## config.mk

```make
export PLATFORM = sky130hd
export DESIGN_NAME = if1_fetch_ctrl
export DESIGN_NICKNAME = d
export VERILOG_FILES = /design/src/rtl/if1_fetch_ctrl_pkg.sv /design/src/rtl/if1_fetch_ctrl.sv
export SDC_FILE = /design/constraint.sdc
export NUM_CORES = 1
export LEC_CHECK = 0
export CAP_MARGIN = 30
export CORE_MARGIN = 5
export CORE_UTILIZATION = 46
export DETAILED_ROUTE_END_ITERATION = 16
export PLACE_DENSITY = 0.86
export SYNTH_ARGS = -nofsm -noshare
export SYNTH_HDL_FRONTEND = slang
export SYNTH_SLANG_ARGS = --single-unit
```

## constraint.sdc

```tcl
create_clock -name clk -period 4.52 [get_ports clk]
set_clock_uncertainty 0.15 [all_clocks]
set_input_delay 0.452 -clock clk [delete_from_list [all_inputs] [get_ports clk]]
set_output_delay 0.452 -clock clk [all_outputs]
set_load 0.01 [all_outputs]
```

## src/rtl/if1_fetch_ctrl_pkg.sv

```systemverilog
// ---------------------------------------------------------------------------
// if1_fetch_ctrl_pkg
// Shared definitions for the IF1 fetch controller:
//   WORD      - data/address width
//   PC_RST    - architectural fetch PC after reset
//   fetch_state_t - fetch FSM encoding (REQ/WAIT/HOLD/DROP)
//   pc_next_seq() - sequential next-PC helper (32-bit modulo)
// ---------------------------------------------------------------------------
package if1_fetch_ctrl_pkg;

   localparam int          WORD   = 32;
   localparam logic [31:0] PC_RST = 32'h1C00_0000;

   typedef enum logic [1:0] {
      FETCH_REQ  = 2'd0,   // ready to issue a request for pc
      FETCH_WAIT = 2'd1,   // request outstanding, waiting for the response
      FETCH_HOLD = 2'd2,   // response captured while the pipeline is stalled
      FETCH_DROP = 2'd3    // redirected while a stale response is in flight
   } fetch_state_t;

   // Sequential fetch: the next word. Wraps naturally at 2^32.
   function automatic logic [WORD-1:0] pc_next_seq(input logic [WORD-1:0] pc);
      return pc + WORD'(4);
   endfunction

endpackage

```

## src/rtl/if1_fetch_ctrl.sv

```systemverilog
// ---------------------------------------------------------------------------
// if1_fetch_ctrl
// Owns the architectural fetch PC, issues one-at-a-time ICache requests and
// offers PC/instruction pairs to the IF1/ID pipeline register. Absorbs ICache
// latency, EX-stage redirects and downstream stalls.
//
// Ports:
//   clk, rst                   - clock, synchronous active-high reset
//   stall_from_DCache/Load     - downstream stalls (same as IF1/ID receives)
//   redirect_valid/target      - EX branch redirect and new fetch PC
//   icache_req_valid/addr      - request to the ICache
//   icache_req_ready           - ICache accepts the request this cycle
//   icache_resp_valid/inst     - returned instruction (one per request)
//   IF1_PC_out/IF1_inst_out    - PC/instruction offered to IF1/ID
//   IF1_bubble_out             - 1 when no valid instruction is offered
// ---------------------------------------------------------------------------
module if1_fetch_ctrl
   import if1_fetch_ctrl_pkg::*;
#(
   parameter logic [31:0] P_PC_RST = PC_RST
) (
   input  logic            clk,
   input  logic            rst,
   input  logic            stall_from_DCache,
   input  logic            stall_from_Load,
   input  logic            redirect_valid,
   input  logic [WORD-1:0] redirect_target,
   output logic            icache_req_valid,
   output logic [WORD-1:0] icache_req_addr,
   input  logic            icache_req_ready,
   input  logic            icache_resp_valid,
   input  logic [WORD-1:0] icache_resp_inst,
   output logic [WORD-1:0] IF1_PC_out,
   output logic [WORD-1:0] IF1_inst_out,
   output logic            IF1_bubble_out
);

   fetch_state_t    r_state,    w_state_nxt;
   logic [WORD-1:0] r_pc,       w_pc_nxt;
   logic [WORD-1:0] r_buf_inst, w_buf_inst_nxt;

   logic            w_stall;
   logic [WORD-1:0] w_target;

   // A redirect masks the load stall: the load that stalled is being flushed.
   // Same rule as the IF1/ID register so both advance in lockstep.
   assign w_stall  = stall_from_DCache | (~redirect_valid & stall_from_Load);
   assign w_target = {redirect_target[WORD-1:2], 2'b00};

   // NOTE: state registers use non-blocking assignments so every flop samples
   // the pre-edge values; reset is synchronous, so it sits inside the clocked branch.
   always_ff @(posedge clk) begin
      if (rst) begin
         r_state    <= FETCH_REQ;
         r_pc       <= P_PC_RST;
         r_buf_inst <= '0;
      end else begin
         r_state    <= w_state_nxt;
         r_pc       <= w_pc_nxt;
         r_buf_inst <= w_buf_inst_nxt;
      end
   end

   // Next-state, next-PC mux (target / pc+4 / pc) and outputs.
   always_comb begin
      // NOTE: every output of this block gets a default first so no path
      // through the case can leave one unassigned and infer a latch.
      w_state_nxt      = r_state;
      w_pc_nxt         = r_pc;
      w_buf_inst_nxt   = r_buf_inst;
      icache_req_valid = 1'b0;
      icache_req_addr  = r_pc;
      IF1_PC_out       = r_pc;
      IF1_inst_out     = '0;
      IF1_bubble_out   = 1'b1;

      unique case (r_state)
         FETCH_REQ: begin
            // Never issue a request with the PC a redirect is replacing.
            icache_req_valid = ~redirect_valid;
            if (redirect_valid) begin
               w_pc_nxt = w_target;
            end else if (icache_req_ready) begin
               w_state_nxt = FETCH_WAIT;
            end
         end

         FETCH_WAIT: begin
            if (redirect_valid) begin
               w_pc_nxt    = w_target;
               // If the response is already here it is dropped now; otherwise
               // it is still in flight and must be swallowed in DROP.
               w_state_nxt = icache_resp_valid ? FETCH_REQ : FETCH_DROP;
            end else if (icache_resp_valid) begin
               IF1_inst_out   = icache_resp_inst;
               IF1_bubble_out = 1'b0;
               if (!w_stall) begin
                  w_pc_nxt    = pc_next_seq(r_pc);
                  w_state_nxt = FETCH_REQ;
               end else begin
                  w_buf_inst_nxt = icache_resp_inst;
                  w_state_nxt    = FETCH_HOLD;
               end
            end
         end

         FETCH_HOLD: begin
            IF1_inst_out   = r_buf_inst;
            IF1_bubble_out = 1'b0;
            if (redirect_valid) begin
               // IF1/ID flushes on the same redirect, so the held word is lost.
               w_pc_nxt    = w_target;
               w_state_nxt = FETCH_REQ;
            end else if (!w_stall) begin
               w_pc_nxt    = pc_next_seq(r_pc);
               w_state_nxt = FETCH_REQ;
            end
         end

         FETCH_DROP: begin
            if (redirect_valid) begin
               w_pc_nxt = w_target;
            end
            if (icache_resp_valid) begin
               w_state_nxt = FETCH_REQ;
            end
         end

         default: begin
            w_state_nxt = FETCH_REQ;
         end
      endcase
   end

endmodule

```

# Word-level counts from Yosys, hierarchy flattened
# Index checks and enable logic that the tools add are counted.
# word_totals
in_bits	71
regBits	66
out_inout_bits	98
elab_cells	44
# classes
n_mux	23
reduce_logical	5
n_addsub	1
eq_ne	9
bitwise_logic	3
# op_table
op	n
$mux W32	7
$pmux W32 S3	1
$pmux W32 S2	1
$add A32 B3 Y32 const B	1
$mux W2	9
$pmux W2 S4	1
$ne A2 B2 Y1 const B	3
$ne A3 B3 Y1 const B	2
$reduce_and A5 Y1	1
$eq A2 B2 Y1 const B	2
$reduce_and A4 Y1	1
$mux W1	3
$eq A2 B1 Y1 const B	1
$logic_not A2 Y1	1
$ne A2 B1 Y1 const B	1
$pmux W1 S2	1
$reduce_and A2 Y1	1
$reduce_or A2 Y1	1
$and A1 B1 Y1	1
$not A1 Y1	1
$or A1 B1 Y1	1

# Depth between registers and ports, before layout
# Gate-level depths: netlist of run 1.
# logic_depth
ltp_word	7
mapped_depth	9

# Least setup slack after synthesis of run 1
# Ideal clock, no wire load.
# synth_path
path_type	input to output
start	input redirect_valid
end	output IF1_inst_out[10]
setup_slack_ns	2.376
required_time_ns	3.918
t_arrival_ns	1.542
cell_stages	7
cell_sequence	clkbuf_2 inv_2 and3_1 buf_2 clkbuf_1 a22oi_1 nor2_1
# synth_via
elab_chain_len	2
# synth_lines
item	line_no	source
start: declaration	if1_fetch_ctrl.sv:26	input logic redirect_valid,
$mux W32	if1_fetch_ctrl.sv:89	if (redirect_valid) begin
$pmux W32 S2	if1_fetch_ctrl.sv:77	unique case (r_state)
end: declaration	if1_fetch_ctrl.sv:34	output logic [WORD-1:0] IF1_inst_out,
# Every way passes these cells.

# Worst setup path after layout of run 1
# Same ends and word-level chain as after synthesis.

==> reports/metrics.cfg, run 1 <==
[status]
status=finished clean

[global_routing]
antenna_found_initial=0
grt_max_degree=67
grt_usage_pct=23.23
grt_overflow=0
first_global_vias=4196
grt_pass1_wl_um=19900

[clock_tree]
htreeDepth=3
cts_resized=0
ctsLongestPathBuffers=2
clk_latency_ns=0.33
clock-sinks=64
cts_tree=done
cts_hold_buf=0
cts_root_buffer=clkbuf_8
numCtsBuffers=9
post_cts_buffers=0
clkTransAtPathRegs_ns=0.07

[power_and_ir_drop]
switchingPower_uw=593.0
power_mw=1.764
swShare_pct=33.62
p_int_mw=1.171
seqPwrFrac_pct=37.9
ir_worst_vdd_v=0.0001821
cellLeakagePower_nw=1.939
clockPowerShare_pct=28.7
power_density_nw_per_um2=316.0
power_frac_comb_pct=33.4

[worst_setup_path]
crit_required_ns=3.92
critPathTopFamily=buffers and inverters
critPathBufInv=5
path_max_fanout=35
worstSetupPathType=in2out
slowest_delay_ns=0.58
worst_ep_arrival_time_ns=2.77
cp-end-kind=output pin
crit_path_cell_trace=clkdlybuf4s50_1 > buf_4 > inv_2 > and3_1 > buf_4 > a22oi_1 > nor2_1 > clkdlybuf4s50_1
slowest_stage=clkdlybuf4s50_1
start_kind=primary input

[flow_run]
cap_violations=0

[synth]
synth-seq-cells=64
synth_cell_types=59
ys_async_sr_fraction_pct=0
postSynthCellCount=535
synth_area_per_cell_um2=7.369
synthFlopType=dfxtp_1
ys_seq_area_share_pct=32.50
syn-cell-area_um2=3943
synth_edf_count=0
yosys_warnings=0

[sta]
rsz0062_at_grt=no
tns_ns=0
setup_viol=0
hold_viol=0
timing_worst_slew_pin_value_ns=0.7177
period_share_pct=74.71
fin_crit_ns=3.377
fmax_mhz=296.1
slew_headroom_pct=51.98
drv_slew=0

[detailed_routing]
drc=0
via_count=4388
finalWirelength_um=12540
antenna_left=0
drt_iter0_drc=201
via_per_inst=5.789
drtPass1Iterations=5
drt-wirelength-per-cell_um=16.54

[floorplan]
die_area_um2=10520
rows=33
pin_count=169
die_h_um=102.6
start_util_pct=47.50
core_um2=8299
die_w_um=102.6

[final_layout]
fin_util_pct=67.25
syn2layout_area_growth_pct=41.57
drive_above_1_share_pct=5.972
diodes=0
multi_input_comb_area_um2=2211
final_cell_mix=161 x clkdlybuf4s50_1, 89 x nand2_1, 64 x dfxtp_1
nFillCells=707
nNetsFinal=724
register_area_um2=1281
layout_commonest_cell=clkdlybuf4s50_1

[place]
gp_congestion=0.8837
io_buffers=162
dp_hpwl_um=8876

[min_path]
min_path_type=in2reg

-- cells by family after synthesis --
family | after synthesis | share of synthesized area (%)
adder cells (fa/ha/maj) | 5 | 1.587
XOR/XNOR | 2 | 0.4444
buffers and inverters | 85 | 11.71
multiplexers | 8 | 2.063
flip-flops | 64 | 32.50
AO/OA/AOI/OAI | 149 | 25.42
AND/OR/NAND/NOR | 221 | 26.18
other | 1 | 0.09512
-- power by group through the flow --
stage	Clock, mW	Combinational [mW]	Sequential [mW]
floorplan	0	0.339	0.679
global placement	0	0.567	0.676
detailed placement	0	0.588	0.680
CTS	0.512	0.590	0.666
global route	0.538	0.642	0.676
finish	0.507	0.589	0.668
-- worst paths after layout --
| path | startpoint | end | slack, ns | cells after the start |
|---|---|---|---|---|
| setup / recovery | redirect_valid | IF1_inst_out[10] | 1.14 | 8 |
| hold / removal | rst | IF1_PC_out[25] | 0.19 | 2 |
| setup reg to reg | r_state[1] | r_buf_inst[12] | 2.12 | 8 |
| hold reg to reg | r_buf_inst[3] | r_buf_inst[3] | 0.31 | 2 |
-- Yosys cell counts, types with 4 or more instances --
library cell | number | area [um2]
or3_1 | 4 | 25.02
clkbuf_1 | 27 | 101.4
a22oi_1 | 34 | 255.2
ha_1 | 5 | 62.56
inv_1 | 10 | 37.54
dfxtp_1 | 64 | 1281
a21oi_1 | 58 | 290.3
nand4_1 | 11 | 68.82
nand2b_1 | 7 | 43.79
a311oi_1 | 4 | 35.03
nand2_1 | 89 | 334.1
and3_1 | 11 | 68.82
nor4_1 | 4 | 25.02
a211oi_1 | 5 | 37.54
mux2i_1 | 7 | 70.07
nand3_1 | 16 | 80.08
o32ai_1 | 4 | 35.03
o21ai_0 | 6 | 30.03
o22ai_1 | 7 | 43.79
buf_2 | 11 | 55.05
nor3_1 | 6 | 30.03
buf_4 | 34 | 255.2
nor2_1 | 59 | 221.5
-- layer usage --
metal / share of wire (%) / global-route usage, %
met1: 39 / 27.48
met2: 48 / 39.87
met5: 0 / 0
met3: 12 / 8.322
met4: 0.98 / 6.155
-- area by class of cell --
cell class	instances	share of cell area, %
Clock buffer	13	2.847
Tap cell	105	2.354
Sequential cell	64	22.95
Timing Repair Buffer	172	30.71
Inverter	12	0.8070
Multi-Input combinational cell	389	39.61
Clock inverter	3	0.7173
-- sequential cells by signal (all words and copies together), names as in the netlist --
name        count
r_state         2
IF1_PC_out     30
r_buf_inst     32
-- metrics by stage --
step | instances | worst slack, ns | cell area [um2] | hold slack (ns)
detailed placement | 742 | 1.146 | 5383 | 0.2978
finish | 758 | 1.143 | 5582 | 0.1876
global route | 758 | 0.9821 | 5582 | 0.1781
CTS | 758 | 1.139 | 5582 | 0.1724
floorplan | 538 | 2.376 | 3954 | 0.2868
global placement | 739 | 1.152 | 5338 | 0.2923
Note: power is estimated with default switching activity, not from simulation.
==> inputs of run 2 (changes only) <==
--- a/config.mk
+++ b/config.mk
@@ -7,9 +7,9 @@
 export LEC_CHECK = 0
 export CAP_MARGIN = 30
 export CORE_MARGIN = 5
-export CORE_UTILIZATION = 46
+export CORE_UTILIZATION = 43
 export DETAILED_ROUTE_END_ITERATION = 16
-export PLACE_DENSITY = 0.86
+export PLACE_DENSITY = 0.81
 export SYNTH_ARGS = -nofsm -noshare
 export SYNTH_HDL_FRONTEND = slang
 export SYNTH_SLANG_ARGS = --single-unit
==> constraint.sdc (replaced) <==
create_clock -name clk -period 3.41 [get_ports clk]
set_clock_uncertainty 0.15 [all_clocks]
set_input_delay 0.341 -clock clk [delete_from_list [all_inputs] [get_ports clk]]
set_output_delay 0.341 -clock clk [all_outputs]
set_load 0.01 [all_outputs]
==> run 2 against run 1 <==
Effect of this change:
- clock power up 32%
- power up 32%
- sequential cell count unchanged
==> reports/metrics.cfg, run 2 (same netlist as run 1, synthesis figures left out) <==
[final_layout]
diodes=0  ; unchanged
syn2layout_area_growth_pct=41.57  ; unchanged
nNetsFinal=725  ; +0.14%
top_register=r_buf_inst
drive_above_1_share_pct=6.116  ; +0.14 points
nFillCells=816  ; +15%
register_area_um2=1281  ; unchanged
largest_reg_flops=32  ; unchanged
instances_no_fill=765  ; +0.92%
multi_input_comb_area_um2=2211  ; unchanged
design_area_um2=5582  ; unchanged
final_cell_mix=161 x clkdlybuf4s50_1, 89 x nand2_1, 64 x dfxtp_1
layout_commonest_cell=clkdlybuf4s50_1

[floorplan]
start_util_pct=43.28  ; -4.2 points
rows=35  ; +6.1%
die_area_um2=11180  ; +6.3%
core_um2=9109  ; +9.8%
pin_count=169  ; unchanged
die_h_um=105.8  ; +3.1%
die_w_um=105.8  ; +3.1%

[power_and_ir_drop]
cellLeakagePower_nw=1.938  ; about the same
swShare_pct=33.71  ; +0.088 points
ir_worst_vdd_v=0.0001990  ; +9.3%
power_density_nw_per_um2=418.5  ; +32%
clockPowerShare_pct=28.6  ; about the same
power_frac_comb_pct=33.3  ; about the same
power_mw=2.336  ; +32%
seqPwrFrac_pct=38.1  ; +0.2 points
p_int_mw=1.548  ; +32%
switchingPower_uw=787.3  ; +33%

[clock_tree]
clk_latency_ns=0.34  ; about the same
cts_tree=done
post_cts_buffers=0  ; unchanged
htreeDepth=3  ; unchanged
cts_root_buffer=clkbuf_8
cts_resized=0  ; unchanged
numCtsBuffers=9  ; unchanged
cts_hold_buf=0  ; unchanged
ctsLongestPathBuffers=2  ; unchanged
clkTransAtPathRegs_ns=0.06  ; about the same
clock-sinks=64  ; unchanged

[place]
io_buffers=162  ; unchanged
placed_area_um2=5383  ; unchanged
place_inst=749  ; +0.94%
gp_congestion=0.8426  ; -4.7%
dp_hpwl_um=9231  ; +4.0%

[sta]
fmax_mhz=344.3
timing_worst_slew_pin_value_ns=0.8238  ; +0.1061 ns
period_share_pct=85.17
slew_headroom_pct=45.08  ; -6.9 points
setup_viol=0  ; unchanged
fin_crit_ns=2.904
tns_ns=0  ; unchanged
hold-worst-slack_ns=0.3068  ; +0.1192 ns
drv_slew=0  ; unchanged
hold_viol=0  ; unchanged
rsz0062_at_grt=no

[global_routing]
first_global_vias=4310  ; +2.7%
grt_pass1_wl_um=20820  ; +4.6%
grt_overflow=0  ; unchanged
antenna_found_initial=0  ; unchanged
grt_usage_pct=22.38  ; -0.85 points
grt_max_degree=45  ; -33%

[status]
status=finished clean

[worst_setup_path]
path_max_fanout=32  ; -8.6%
worstSetupPathType=reg2out
cp-end-kind=output pin
start_kind=register
r2r-start=IF1_PC_out[11]
r2r-end=IF1_PC_out[17]
crit_required_ns=2.92  ; -1.00 ns
startpoint=r_state[0]
endpoint=IF1_inst_out[18]
reg2reg_slack_ns=1.10  ; -1.02 ns
worst_ep_arrival_time_ns=2.41  ; -0.36 ns
rr_worst_depth=5  ; -3

[detailed_routing]
drc=0  ; unchanged
drtPass1Iterations=6  ; +1
drt-wirelength-per-cell_um=16.64  ; +0.58%
via_per_inst=5.856  ; +1.2%
drt_iter0_drc=267  ; +33%
via_count=4480  ; +2.1%
finalWirelength_um=12730  ; +1.5%
antenna_left=0  ; unchanged

[min_path]
min_path_type=reg2reg

[flow_run]
cap_violations=0  ; unchanged

-- run 2: changes by cell type in the layout (fill, tap and decap cells not counted), sizes merged --
| cell | previous run | this run |
|---|---|---|
| buf | 11 | 12 |
-- run 2: layer usage --
layer,GRT usage (%),up-vias,share of wire (%)
met2,36.66,267,47
met5,0,-,0
met4,6.290,0,1.3
met3,8.757,21,12
li1,-,2106,-
met1,27.25,2086,39
-- run 2: worst max-delay path: stages, from the launching register on --
cell             delay [ns]
dfxtp_1                0.40
inv_1                  0.09
ha_1                   0.39
clkinv_1               0.16
buf_4                  0.28
nor2_1                 0.19
clkdlybuf4s50_1        0.57
-- run 2: area by class of cell --
type | count | area share [%]
Clock inverter | 3 | 0.7173
Sequential cell | 64 | 22.95
Timing Repair Buffer | 173 | 30.58
Clock buffer | 13 | 2.847
Inverter | 12 | 0.8070
Multi-Input combinational cell | 389 | 39.61
Tap cell | 111 | 2.488
-- run 2: power by group through the flow --
stage,combinational [mW],clock (mW),sequential (mW)
global placement,0.753,0,0.897
CTS,0.777,0.678,0.888
global route,0.847,0.717,0.901
finish,0.777,0.668,0.890
detailed placement,0.774,0,0.905
floorplan,0.449,0,0.899
-- run 2: metrics by stage --
stage	setup slack, ns	util (%)
after floorplan	1.442	-
after global placement	0.6528	58.93
after detailed placement	0.7295	59.09
after CTS	0.4948	61.28
after global routing	0.3229	61.28
final	0.5058	61.28
-- run 2: worst min-delay path by stage --
stage	from	end	slack (ns)	cells after the start
floorplan	r_buf_inst[0]	r_buf_inst[0]	0.29	2
CTS	r_buf_inst[20]	r_buf_inst[20]	0.31	2
global route	r_buf_inst[18]	r_buf_inst[18]	0.33	2
detailed placement	r_buf_inst[20]	r_buf_inst[20]	0.30	2
global placement	r_buf_inst[27]	r_buf_inst[27]	0.29	2
finish	r_buf_inst[22]	r_buf_inst[22]	0.31	2
